==> config.mk <==
export PLATFORM = sky130hd
export DESIGN_NAME = inert_serf
export DESIGN_NICKNAME = d
export VERILOG_FILES = /design/src/rtl/inert_serf.sv
export SDC_FILE = /design/constraint.sdc
export NUM_CORES = 1
export LEC_CHECK = 0
export ABC_AREA = 1
export BUFFER_PORTS_ARGS = -buffer_cell sky130_fd_sc_hd__buf_2
export CAP_MARGIN = 25
export CORE_MARGIN = 4
export CORE_UTILIZATION = 57
export CTS_CLUSTER_SIZE = 25
export DETAILED_ROUTE_END_ITERATION = 8
export GPL_ROUTABILITY_DRIVEN = 0
export GPL_TIMING_DRIVEN = 0
export PLACE_DENSITY = 0.76
export SLEW_MARGIN = 5
export SYNTH_ARGS = -nofsm -noshare
export SYNTH_HDL_FRONTEND = slang
export SYNTH_SLANG_ARGS = --single-unit
==> constraint.sdc <==
create_clock -name clk -period 2.57 [get_ports clk]
set_clock_uncertainty 0.1 [all_clocks]
set_input_delay 0.1285 -clock clk [delete_from_list [all_inputs] [get_ports clk]]
set_output_delay 0.1285 -clock clk [all_outputs]
set_load 0.02 [all_outputs]
==> src/rtl/inert_serf.sv <==
// inert_serf: SPI register slave for a yaw-rate gyro front end.
//   The SPI pins are oversampled in clk. Each frame is 16 bits: a R/W bit, a
//   7-bit address and a data byte. Read data is returned in the second byte.
//   A yaw_in sample (qualified by sample_vld) is held for readback: 0x26 gives
//   the low byte and 0x27 the high byte. Reading 0x26 snapshots the high byte,
//   so the pair cannot tear. INT flags new data and is cleared by a completed
//   read of 0x27.
// Ports:
//   clk, rst_n        system clock, async active-low reset
//   SS_n, SCLK, MOSI  SPI slave inputs (SCLK idles high, mode 3)
//   MISO              SPI data out, changed on SCLK fall
//   yaw_in, sample_vld  sensor sample and its single-cycle strobe
//   INT               data-ready interrupt (level)
//   gyro_cfg          live copy of CTRL2_G
module inert_serf #(
  parameter logic [7:0]  WHO_AM_I   = 8'h6A,
  parameter int unsigned INT_EN_BIT = 1
) (
  input  logic        clk,
  input  logic        rst_n,
  input  logic        SS_n,
  input  logic        SCLK,
  input  logic        MOSI,
  output logic        MISO,
  input  logic [15:0] yaw_in,
  input  logic        sample_vld,
  output logic        INT,
  output logic [7:0]  gyro_cfg
);

  localparam logic [2:0] EN_IDX = 3'(INT_EN_BIT);

  typedef enum logic [1:0] {IDLE, CMD, DATA, COMMIT} state_t;

  state_t      state, state_nxt;
  logic [2:0]  ss_q, sclk_q;
  logic [1:0]  mosi_q;
  logic [15:0] rx_shft;
  logic [4:0]  rx_cnt;
  logic [7:0]  rd_byte;
  logic        rd_frame;
  logic [7:0]  int1_ctrl, ctrl2_g, ctrl7_g, shadow_h;
  logic [15:0] yaw_hold;
  logic [7:0]  rd_mux;
  logic        ss_low, ss_fall, ss_rise, sclk_rise, sclk_fall, mosi_sync;
  logic        load_rd, do_commit, full_frame, int_set, int_clr;

  // Stage [1] is the synchronized copy; stage [2] is its previous value and
  // is used only for edge detection.
  always_ff @(posedge clk or negedge rst_n) begin
    if (!rst_n) begin
      ss_q   <= 3'b111;
      sclk_q <= 3'b111;
      mosi_q <= 2'b00;
    end else begin
      ss_q   <= {ss_q[1:0], SS_n};
      sclk_q <= {sclk_q[1:0], SCLK};
      mosi_q <= {mosi_q[0], MOSI};
    end
  end

  assign ss_low    = ~ss_q[1];
  assign ss_fall   = ss_q[2] & ~ss_q[1];
  assign ss_rise   = ~ss_q[2] & ss_q[1];
  assign sclk_rise = ~sclk_q[2] & sclk_q[1];
  assign sclk_fall = sclk_q[2] & ~sclk_q[1];
  assign mosi_sync = mosi_q[1];

  always_ff @(posedge clk or negedge rst_n) begin
    if (!rst_n) state <= IDLE;
    else        state <= state_nxt;
  end

  always_comb begin
    state_nxt = state;
    load_rd   = 1'b0;
    do_commit = 1'b0;
    if (state == COMMIT) begin
      do_commit = 1'b1;
      state_nxt = IDLE;
    end else if (ss_rise) begin
      state_nxt = COMMIT;
    end else begin
      case (state)
        IDLE: if (ss_fall) state_nxt = CMD;
        CMD: begin
          if (rx_cnt == 5'd8) begin
            state_nxt = DATA;
            load_rd   = 1'b1;
          end
        end
        default: state_nxt = state;
      endcase
    end
  end

  // Register selected by the command byte, which sits in rx_shft[7:0] at rx_cnt = 8.
  always_comb begin
    rd_mux = '0;
    case (rx_shft[6:0])
      7'h0D: rd_mux = int1_ctrl;
      7'h0F: rd_mux = WHO_AM_I;
      7'h11: rd_mux = ctrl2_g;
      7'h14: rd_mux = ctrl7_g;
      7'h26: rd_mux = yaw_hold[7:0];
      7'h27: rd_mux = shadow_h;
      default: rd_mux = '0;
    endcase
  end

  assign full_frame = (rx_cnt == 5'd16);
  assign int_set    = sample_vld && int1_ctrl[EN_IDX] && (ctrl2_g[7:4] != 4'h0);
  assign int_clr    = do_commit && full_frame && rx_shft[15] && (rx_shft[14:8] == 7'h27);

  always_ff @(posedge clk or negedge rst_n) begin
    if (!rst_n) begin
      rx_shft   <= '0;
      rx_cnt    <= '0;
      rd_byte   <= '0;
      rd_frame  <= 1'b0;
      int1_ctrl <= '0;
      ctrl2_g   <= '0;
      ctrl7_g   <= '0;
      shadow_h  <= '0;
      yaw_hold  <= '0;
      MISO      <= 1'b0;
      INT       <= 1'b0;
    end else begin
      if (state == IDLE && ss_fall) begin
        rx_shft  <= '0;
        rx_cnt   <= '0;
        rd_frame <= 1'b0;
      end else if ((state == CMD || state == DATA) && sclk_rise && ss_low) begin
        rx_shft <= {rx_shft[14:0], mosi_sync};
        if (!full_frame) rx_cnt <= rx_cnt + 5'd1;
      end

      if (load_rd && rx_shft[7]) begin
        rd_byte  <= rd_mux;
        rd_frame <= 1'b1;
        if (rx_shft[6:0] == 7'h26) shadow_h <= yaw_hold[15:8];
      end

      // rx_cnt 8..15 maps to rd_byte bits 7..0, MSB first.
      if (sclk_fall && ss_low) begin
        if (rd_frame && rx_cnt >= 5'd8 && rx_cnt <= 5'd15)
          MISO <= rd_byte[3'd7 - rx_cnt[2:0]];
        else
          MISO <= 1'b0;
      end

      if (do_commit && full_frame && !rx_shft[15]) begin
        case (rx_shft[14:8])
          7'h0D: int1_ctrl <= rx_shft[7:0];
          7'h11: ctrl2_g   <= rx_shft[7:0];
          7'h14: ctrl7_g   <= rx_shft[7:0];
          default: ;
        endcase
      end

      if (sample_vld) yaw_hold <= yaw_in;

      if (int_set)      INT <= 1'b1;
      else if (int_clr) INT <= 1'b0;
    end
  end

  assign gyro_cfg = ctrl2_g;

endmodule
==> After elaboration in Yosys (flattened, before gate mapping) <==
Cells that the tools add are included.
{ "word_totals": {"regBits": 90, "input_bits": 22, "out_inout_bits": 10} }
{ "op_classes": {"add_sub_neg": 2, "order_cmp": 3, "eq_ne": 18, "n_mux": 23, "bitwise": 8, "n_reduce_logical": 27} }
{ "op_table": {"columns": ["operator", "count"], "rows": [
  ["$pmux 8 s6", 1],
  ["$mux 16", 2],
  ["$eq 7x5->1 const B", 4],
  ["$eq 7x4->1 const B", 3],
  ["$eq 7x6->1 const B", 3],
  ["$mux 5", 3],
  ["$logic_and 1x1->1", 13],
  ["$mux 1", 11],
  ["$reduce_and 2->1", 5],
  ["$mux 2", 4],
  ["$ne 4x4->1 const B", 2],
  ["$reduce_bool 4->1", 2],
  ["$reduce_bool 2->1", 3],
  ["$add 5x1->5 const B", 1],
  ["$eq 5x4->1 const B", 1],
  ["$eq 5x5->1 const B", 1],
  ["$ge 5x4->1 const B", 1],
  ["$le 5x4->1 const B", 1],
  ["$and 1x1->1", 4],
  ["$eq 2x2->1 const B", 2],
  ["$lt 3x4->1 const B", 1],
  ["$not 1->1", 4],
  ["$pmux 2 s2", 1],
  ["$bmux 1 s3", 1],
  ["other kinds (7)", 7]
]} }

==> Logic depth before layout (Yosys ltp) <==
Gate-level depths: netlist of the first run.
{ "depth": {"depth_word": 7, "ltp_mapped": 10, "depth_no_buf": 9} }

==> Worst setup path before layout of the first run <==
No wires, ideal clock.
{ "synth_timing": {"path_type": "reg2reg", "startpoint": "register rx_cnt[0]", "endpoint": "register ctrl2_g[6], in the netlist gyro_cfg[6]", "arrival_ps": 1462, "required_ps": 2350, "path_slack_ps": 888, "path_stages_with_launch": 11, "synth_period_minus_slack_ps": 1682, "path_cell_list": "dfrtp_1 inv_1 ha_1 nand3_1 inv_2 nand2_4 nor2_8 nand2_2 buf_6 nand2_1 o21ai_2"} }
{ "synth_between": {"elab_chain_len": 4} }
{ "synth_rtl": {"columns": ["item", "line", "source"], "rows": [
  ["start, declared", "39", "logic [4:0] rx_cnt;"],
  ["start signal, assigned", "135", "if (!full_frame) rx_cnt <= rx_cnt + 5'd1;"],
  ["$eq 5x5->1", "111", "assign full_frame = (rx_cnt == 5'd16);"],
  ["$logic_and 1x1->1 (2 in series)", "152", "if (do_commit && full_frame && !rx_shft[15]) begin"],
  ["$reduce_and 2->1 (no line)", null, null],
  ["end signal, assigned", "155", "7'h11: ctrl2_g <= rx_shft[7:0];"],
  ["end, declared", "42", "logic [7:0] int1_ctrl, ctrl2_g, ctrl7_g, shadow_h;"]
]} }
No other way between the ends.
A chain may end at the register's enable or synchronous reset.

==> Final worst setup path of the first run <==
{ "layout_timing": {"startpoint": "register state[0]", "endpoint": "register rx_shft[7]"} }
{ "layout_between": {"elab_chain_len": 5, "word_cells_on_any_way": 9, "cone_classes": "eq/ne: 2; mux: 1; reduce/logical: 6"} }
{ "layout_rtl": {"columns": ["item", "line", "source"], "rows": [
  ["start, declared", "35", "state_t state, state_nxt;"],
  ["start signal, assigned", "71", "else state <= state_nxt;"],
  ["$eq 2x1->1 / $eq 2x2->1 (equally long branches)", "133", "end else if ((state == CMD || state == DATA) && sclk_rise && ss_low) begin"],
  ["$logic_or 1x1->1", "133", null],
  ["$logic_and 1x1->1 (2 in series)", "133", null],
  ["$reduce_bool 2->1 (no line)", null, null],
  ["end signal, assigned", "134", "rx_shft <= {rx_shft[14:0], mosi_sync};"],
  ["end, declared", "38", "logic [15:0] rx_shft;"]
]} }
Several ways; a longest one is shown, not always the timed one.

==> flow_summary.yaml, run 1 <==
run_status:
  status: "finished clean"
routing:
  via_per_inst: 5.30
  drc_errors: 0
  drtIter0Drc: 142
  wl_per_cell_um: 14.6
  routed_wl_um: 9220
  ant_nets: 0
  vias: 3352
  first_pass_iters: 5
clock_tree:
  cts.clk_slew.worst_paths_ns: 0.10
  cts_max_path_buffers: 2
  cts_resized: 0
  root_buffer: "clkbuf_8"
  cts_tree: "yes"
  htreeDepth: 3
  clk_latency_ns: 0.37
  cts.sinks: 90
  cts_buffers: 9
sta:
  tightest_slew_ns: 0.565
  finalSetupViolCount: 0
  final_hold_viol_count: 0
  slew_violations: 0
  slew_headroom_pct: 62.0
  whs_ns: 0.0535
  setup_tns_ns: 0
  rsz0062_at_grt: "false"
  fin_crit_ns: 1.93
  min_period_over_period_pct: 75.2
  max_freq_ghz: 0.518
  postLayoutSetupSlackWorst_ns: 0.638
cells_and_area:
  num-nets-final: 560
  mostFrequentLayoutCell: "nand2_1"
  final_cell_mix: "119 x nand2_1, 84 x dfrtp_1, 57 x nand3_1, 40 x inv_1, 33 x buf_2"
  final_layout_size_suffix_gt1_share_pct: 22.1
  n_fill_cell: 583
  design_area_um2: 4950
  syn2layout_area_growth_pct: 15.9
  stdcell_count: 633
  insertedDiodeCount: 0
critical_path:
  cpMostUsedCell: "inv_1"
  r2r_cells: 7
  critPathKind: "flop to flop"
  crit_path_end_kind: "flop"
  cp.arrival_ns: 2.07
  critPathRequiredTime_ns: 2.70
  path_cells: "inv_1, ha_1, nand3_1, inv_1, nand2_1, buf_2, o22ai_1"
  cp_slowest_stage_delay_ns: 0.41
  crit_path_start_kind: "flop"
  cp_max_fo: 10
  crit_slowest_cell: "dfrtp_1"
placed_design:
  post_dp_cell_area_um2: 4570
  place_hpwl_um: 6680
  port_buffers: 30
  dp_slack_ns: 0.656
  dp.cells: 597
job:
  cap_viol_max_count: 0
synthesis:
  syn_area_per_cell_um2: 9.14
  syn-num-nets: 498
  synthXorXnorAreaFrac_pct: 0
  netlist_instances: 467
  synth-seq-cells: 90
  synth_compound_area_share_pct: 12.4
  synth_top_family_by_area: "simple AND/OR/NAND/NOR gates"
  synthSimpleGateAreaFrac_pct: 24.4
  synthMuxAreaShare_pct: 1.06
  synth_warnings: 0
  syn_area_um2: 4270
  yosysSeqAreaShare_pct: 52.9
  synthAdderAreaFrac_pct: 2.64
  synth_cell_types: 31
power_and_ir_drop:
  ir_drop_mv: 0.475
  p_leak_nw: 2.40
  p_per_area_nw_per_um2: 641
global_route:
  grt_usage_pct: 23.1
  grt-ovfl-total: 0
  antenna_found_initial: 0
  grt_pass1_vias: 3449
  grt_pass1_wl_um: 16100
  grt_max_degree: 50
min_path:
  min_path_cells: 3
  hold_path_class: "primary input to flop"
floorplan:
  dieArea_um2: 8940
  core-area_um2: 7250
  die_x_um: 94.5
  initial_core_util_pct: 58.9
  row_count: 31
  ios: 32
  die_h_um: 94.5
## cells in the mapped netlist (all sizes together)
library cell / n / area [um^2]
a21oi: 3 / 15.0
a22oi: 1 / 7.51
buf: 11 / 91.3
clkbuf: 2 / 7.51
dfrtp: 84 / 2100
dfstp: 6 / 158
ha: 9 / 113
inv: 48 / 183
mux2: 4 / 45.0
nand2: 125 / 494
nand3: 58 / 303
nand4: 4 / 40.0
nor2: 27 / 169
nor3: 3 / 15.0
nor4: 2 / 12.5
o21ai: 64 / 414
o22ai: 15 / 93.8
or2: 1 / 6.26
## cell families after synthesis
kind of cell / Yosys count
fa+ha+maj: 9
compound gates: 83
mux: 4
buf+inv: 61
flops: 90
simple gates: 220
## worst max-delay path, delay by kind of cell, from the launching register on
kind,cells,cell delay (ns)
adders and majority gates,1,0.30
DFF,1,0.41
buffers and inverters,3,0.48
AOI/OAI and AO/OA,1,0.12
and+or+nand+nor,2,0.40
## state kept, by name, indices dropped and copies added, names as in the netlist
register,cells
rx_shft,16
yaw_hold,16
ctrl7_g,8
gyro_cfg,8
int1_ctrl,8
rd_byte,8
shadow_h,8
rx_cnt,5
sclk_q,3
ss_q,3
mosi_q,2
state,2
INT,1
MISO,1
rd_frame,1
## layer usage
metal,track usage [%],routed length [um]
met5,0,0
met4,6.73,111
met3,5.18,311
met2,38.2,4720
met1,30.5,4070
## layout make-up
cell class | instances | area, um^2 | area share (%)
Clock inverter | 6 | 47.5 | 0.961
Timing Repair Buffer | 51 | 380 | 7.69
Tap cell | 99 | 124 | 2.50
Inverter | 48 | 183 | 3.69
Sequential cell | 90 | 2260 | 45.7
Multi-Input combinational cell | 316 | 1730 | 34.9
Buffer | 13 | 98.8 | 2.00
Clock buffer | 10 | 128 | 2.58
## metrics by stage
stage	total power, mW	util (%)
detailed placement	2.28	63.0
global route	3.35	68.2
floorplan	2.09	-
CTS	3.20	68.2
finish	3.17	68.2
global placement	2.25	62.6
## final timing paths
path	startpoint	to	slack [ns]
setup / recovery	state[0]	rx_shft[7]	0.64
hold / removal	sample_vld	yaw_hold[1]	0.05
setup reg to reg	state[0]	rx_shft[7]	0.64
hold reg to reg	mosi_q[0]	mosi_q[1]	0.26
max in group asynchronous	rst_n	gyro_cfg[0]	1.56
min in group asynchronous	rst_n	MISO	0.19
## what timing repair did
item	CTS	global route
setup buffers	0	0
endpoints found under the hold margin	54	0
endpoints found under the setup margin	0	0
hold buffers	20	0
## where the power goes
group / switching, mW / total, mW / leakage, nW / internal [mW]
clock: 0.525 / 0.889 / 0.0881 / 0.364
sequential: 0.0816 / 1.60 / 1.19 / 1.51
combinational: 0.463 / 0.687 / 1.13 / 0.223
Note: power is estimated with default switching activity, not from simulation.
==> inputs of run 2 (changes only) <==
Clock period 2.57 ns to 1.9 ns, I/O delays scaled along.
==> run 2 against run 1 <==
Effect of this change: count of clock-buffer cells in the layout is the same; flip-flop and latch count is the same; clock power grew 35%; critical path type unchanged.
==> flow_summary.yaml, run 2 (synthesis gave the netlist of run 1 again) <==
run_status:
  status: "finished clean"
cells_and_area:
  reg.largest.list: "rx_shft (16), yaw_hold (16)"
  final_layout_size_suffix_gt1_share_pct: 24.2
  n_fill_cell: 567
  mostFrequentLayoutCell: "nand2_1"
  post-route-util_pct: 69.0
  syn2layout_area_growth_pct: 17.2
  final_cell_mix: "117 x nand2_1, 83 x dfrtp_1, 56 x nand3_1, 36 x inv_1, 31 x buf_2"
  insertedDiodeCount: 0
  multi_input_area_um2: 1750
  design_area_um2: 5000
  num-nets-final: 563
  register_area_um2: 2260
floorplan:
  dieArea_um2: 8940
  die_x_um: 94.5
  row_count: 31
  ios: 32
  die_h_um: 94.5
  initial_core_util_pct: 58.9
  core-area_um2: 7250
min_path:
  whs_endpoint: "yaw_hold[0]"
  min_path_cells: 3
  hold_path_class: "primary input to flop"
  min-delay-start: "sample_vld"
power_and_ir_drop:
  p_per_area_nw_per_um2: 870
  ir_drop_mv: 0.612
  p_leak_nw: 2.42
  power_mw: 4.36
sta:
  slew_headroom_pct: 63.4
  max_freq_ghz: 0.557
  rsz0062_at_grt: "false"
  fin_crit_ns: 1.80
  min_period_over_period_pct: 94.5
  finalSetupViolCount: 0
  final_hold_viol_count: 0
  slew_violations: 0
  postLayoutSetupSlackWorst_ns: 0.105
  whs_ns: 0.0388
  tightest_slew_ns: 0.548
global_route:
  grt_max_degree: 50
  grt_pass1_wl_um: 16100
  grt_pass1_vias: 3456
  antenna_found_initial: 0
  grt-ovfl-total: 0
  grt_usage_pct: 23.1
routing:
  routed_wl_um: 9260
  dr_wl_met2_um: 4780
  met1_length_um: 4070
  ant_nets: 0
  via_per_inst: 5.32
  route.met3.wl_um: 335
  vias: 3386
  drtIter0Drc: 159
  wl_per_cell_um: 14.6
  drc_errors: 0
  top_layer: "met4"
  first_pass_iters: 5
clock_tree:
  cts_tree: "yes"
  cts_buffers: 9
  clk_latency_ns: 0.37
  root_buffer: "clkbuf_8"
  cts.clk_slew.worst_paths_ns: 0.10
  htreeDepth: 3
  cts.sinks: 90
  cts_max_path_buffers: 2
placed_design:
  port_buffers: 30
  post_dp_cell_area_um2: 4570
  dp_slack_ns: -0.0145
  place_hpwl_um: 6680
job:
  cap_viol_max_count: 0
critical_path:
  crit_path_end_kind: "flop"
  r2r_cells: 10
  critPathRequiredTime_ns: 2.07
  r2r_slack_ns: 0.10
  crit_path_start_kind: "flop"
  critPathKind: "flop to flop"
  cp.arrival_ns: 1.97
  rr_endpoint: "gyro_cfg[6]"
  rr_startpoint: "rx_cnt[0]"
  cp_max_fo: 10
run 2: worst max path at each step:
stage,from,endpoint,cells after the start
floorplan,rx_cnt[0],gyro_cfg[6],10
global placement,rst_n,gyro_cfg[5],1
detailed placement,rx_cnt[0],gyro_cfg[6],10
CTS,state[0],rx_cnt[2],6
global route,rx_cnt[0],gyro_cfg[6],10
finish,rx_cnt[0],gyro_cfg[6],10
run 2: report_power, final:
group          leakage (nW)  internal (mW)  switching, mW
clock network        0.0881          0.492          0.709
logic                  1.14          0.337          0.654
registers              1.19           2.05          0.113
run 2: layout make-up:
type	instances	share of cell area (%)
plain buffers	13	2.08
clock buffers	10	2.55
clock inverters	6	0.950
inverters	48	3.70
multi-input cells	316	35.0
flip-flops and latches	90	45.2
well taps	99	2.48
repair buffers	54	8.10
run 2: per-stage QoR:
stage | setup TNS (ns) | cells
finish | 0 | 636
global route | 0 | 636
CTS | 0 | 634
detailed placement | -0.0289 | 597
global placement | -8.79 | 596
floorplan | 0 | 467
run 2: layer usage:
metal / vias up / track usage (%)
met3: 7 / 5.18
met5: - / 0
met1: 1655 / 30.5
met2: 53 / 38.4
met4: 0 / 6.73
li1: 1671 / -
run 2: worst max-delay path: stages, from the launching register on:
cell and delay [ns]:
dfrtp_2 0.46, inv_4 0.10, ha_1 0.17, nand3_1 0.09, inv_2 0.10, nand2_4 0.08, nor2_8 0.12, nand2_2 0.16
buf_6 0.20, nand2_1 0.07, o21ai_2 0.05
run 2: what timing repair did:
item,CTS,global route
endpoints found under the setup margin,5,45
setup buffers,0,2
resized for setup,2,14
hold buffers,21,0
hold endpoints to repair,60,0
==> inputs of run 3 (changes only) <==
Settings changed: CORE_MARGIN 4 to 2.
==> run 3 against run 2 <==
Effect of this change: largest cell class unchanged; highest routed layer unchanged; clock power increased by 7%; non-clock buffer count unchanged; via count increased by 2.4%; critical path type unchanged; routed wire length increased by 4.9%; sequential power about the same; first-iteration DRC count increased by 2.5%; global-route usage increased by 2.3 points; worst setup slack improved by 0.011 ns; register-to-register slack about the same; count of clock-buffer cells in the layout decreased by 1; worst hold slack got worse by 0.0050 ns; flip-flop and latch count unchanged.
==> flow_summary.yaml, run 3 (synthesis gave the netlist of run 1 again) <==
run_status:
  status: "finished clean"
critical_path:
  cp_slowest_stage_delay_ns: 0.43
  cpMostUsedCell: "inv_2"
  critPathRequiredTime_ns: 2.05
  crit_slowest_cell: "dfrtp_2"
  r2r_slack_ns: 0.12
  cp_max_fo: 10
  rr_startpoint: "rx_cnt[0]"
  cp.arrival_ns: 1.94
  setup.worst_path.end: "int1_ctrl[5]"
  r2r_cells: 10
  crit_path_end_kind: "flop"
  crit_path_start_kind: "flop"
  critPathKind: "flop to flop"
  rr_endpoint: "int1_ctrl[5]"
  path_cells: "inv_2, ha_1, nand3_1, inv_2, nand2_4, nor2_8, nand3_4, buf_6, nand2_1, o21ai_2"
  crit_path_start: "rx_cnt[0]"
power_and_ir_drop:
  p_leak_nw: 2.45
  p_per_area_nw_per_um2: 883
  ir_drop_mv: 0.471
clock_tree:
  cts.sinks: 90
  cts.clk_slew.worst_paths_ns: 0.09
  htreeDepth: 3
  clk_latency_ns: 0.36
  root_buffer: "clkbuf_8"
  cts_buffers: 9
  cts_max_path_buffers: 2
  cts_tree: "yes"
sta:
  final_hold_viol_count: 0
  fin_crit_ns: 1.78
  slew_violations: 0
  tightest_slew_ns: 0.571
  finalSetupViolCount: 0
  max_freq_ghz: 0.560
  postLayoutSetupSlackWorst_ns: 0.115
  whs_ns: 0.0339
  slew_headroom_pct: 61.9
  min_period_over_period_pct: 93.9
floorplan:
  die_h_um: 90.5
  ios: 32
  row_count: 31
  die_x_um: 90.5
  dieArea_um2: 8200
  initial_core_util_pct: 58.9
  core-area_um2: 7250
placed_design:
  port_buffers: 30
  dp.cells: 597
  place_hpwl_um: 6840
  dp_slack_ns: -0.0593
global_route:
  grt_max_degree: 48
  grt-ovfl-total: 0
  antenna_found_initial: 0
  grt_pass1_vias: 3548
  grt_pass1_wl_um: 16600
  grt_usage_pct: 25.4
routing:
  drc_errors: 0
  first_pass_iters: 5
  via_per_inst: 5.46
  vias: 3467
  ant_nets: 0
  drtIter0Drc: 163
  wl_per_cell_um: 15.3
  routed_wl_um: 9720
cells_and_area:
  num-nets-final: 563
  final_cell_mix: "118 x nand2_1, 83 x dfrtp_1, 56 x nand3_1, 36 x inv_1, 30 x buf_2"
  final_layout_size_suffix_gt1_share_pct: 24.3
  multi_input_area_um2: 1760
  reg.largest.list: "rx_shft (16), yaw_hold (16)"
  syn2layout_area_growth_pct: 17.8
  stdcell_count: 635
  n_fill_cell: 577
  insertedDiodeCount: 0
  register_area_um2: 2260
  mostFrequentLayoutCell: "nand2_1"
job:
  cap_viol_max_count: 0
min_path:
  hold_path_class: "primary input to flop"
  min_path_cells: 3
[run 3: cell types whose count changed in the layout (fill, tap and decap cells not counted), moves of 2 or more]
cell	before	now
inv_6	4	1
nand2_2	6	3
clkbuf_4	0	2
nand2_4	2	4
[run 3: report_power, final]
part / switching (mW) / internal (mW)
combinational: 0.666 / 0.334
clock: 0.679 / 0.605
sequential: 0.104 / 2.05
total: 1.45 / 2.99
[run 3: metal layers]
metal	up-vias	global-route usage, %	routed length [um]
met5	-	0	0
met4	0	9.74	167
met3	17	5.01	462
met2	95	42.3	5020
met1	1683	33.0	4070
li1	1672	-	-
[run 3: critical path, delay by kind of cell (launching register included)]
family                   cells  cell delay, ns
AO/OA/AOI/OAI                1            0.05
adder cells (fa/ha/maj)      1            0.19
AND/OR/NAND/NOR              5            0.52
flip-flops                   1            0.43
buffers and inverters        3            0.40
[run 3: cell type report]
type | count | area share, %
Timing Repair Buffer | 54 | 8.01
Clock buffer | 9 | 2.46
Sequential cell | 90 | 45.0
Buffer | 13 | 2.12
Multi-Input combinational cell | 316 | 35.0
Clock inverter | 6 | 1.34
Tap cell | 99 | 2.46
Inverter | 48 | 3.63
[run 3: timing repair]
item | CTS | global route
resized for setup | 3 | 13
hold endpoints to repair | 62 | 0
hold buffers | 20 | 0
buffers inserted | 0 | 3
endpoints found under the setup margin | 19 | 40
[run 3: how the worst min path moves through the flow]
stage	slack, ns	startpoint	to
2_1_floorplan	-0.30	rst_n	INT
3_3_place_gp	0.10	SS_n	ss_q[0]
3_5_place_dp	0.03	rst_n	MISO
4_1_cts	0.007	sample_vld	yaw_hold[1]
5_1_grt	0.05	sample_vld	yaw_hold[8]
6_report	0.03	sample_vld	yaw_hold[1]
[run 3: stage by stage]
stage               util [%]  power, mW  area (um^2)  setup TNS [ns]
global placement        62.6       3.05         4540           -8.92
CTS                     68.5       4.41         4970               0
global route            69.3       4.67         5030         -0.0236
detailed placement      63.0       3.10         4570          -0.134
floorplan                  -       2.83         4270               0
finish                  69.3       4.44         5030               0
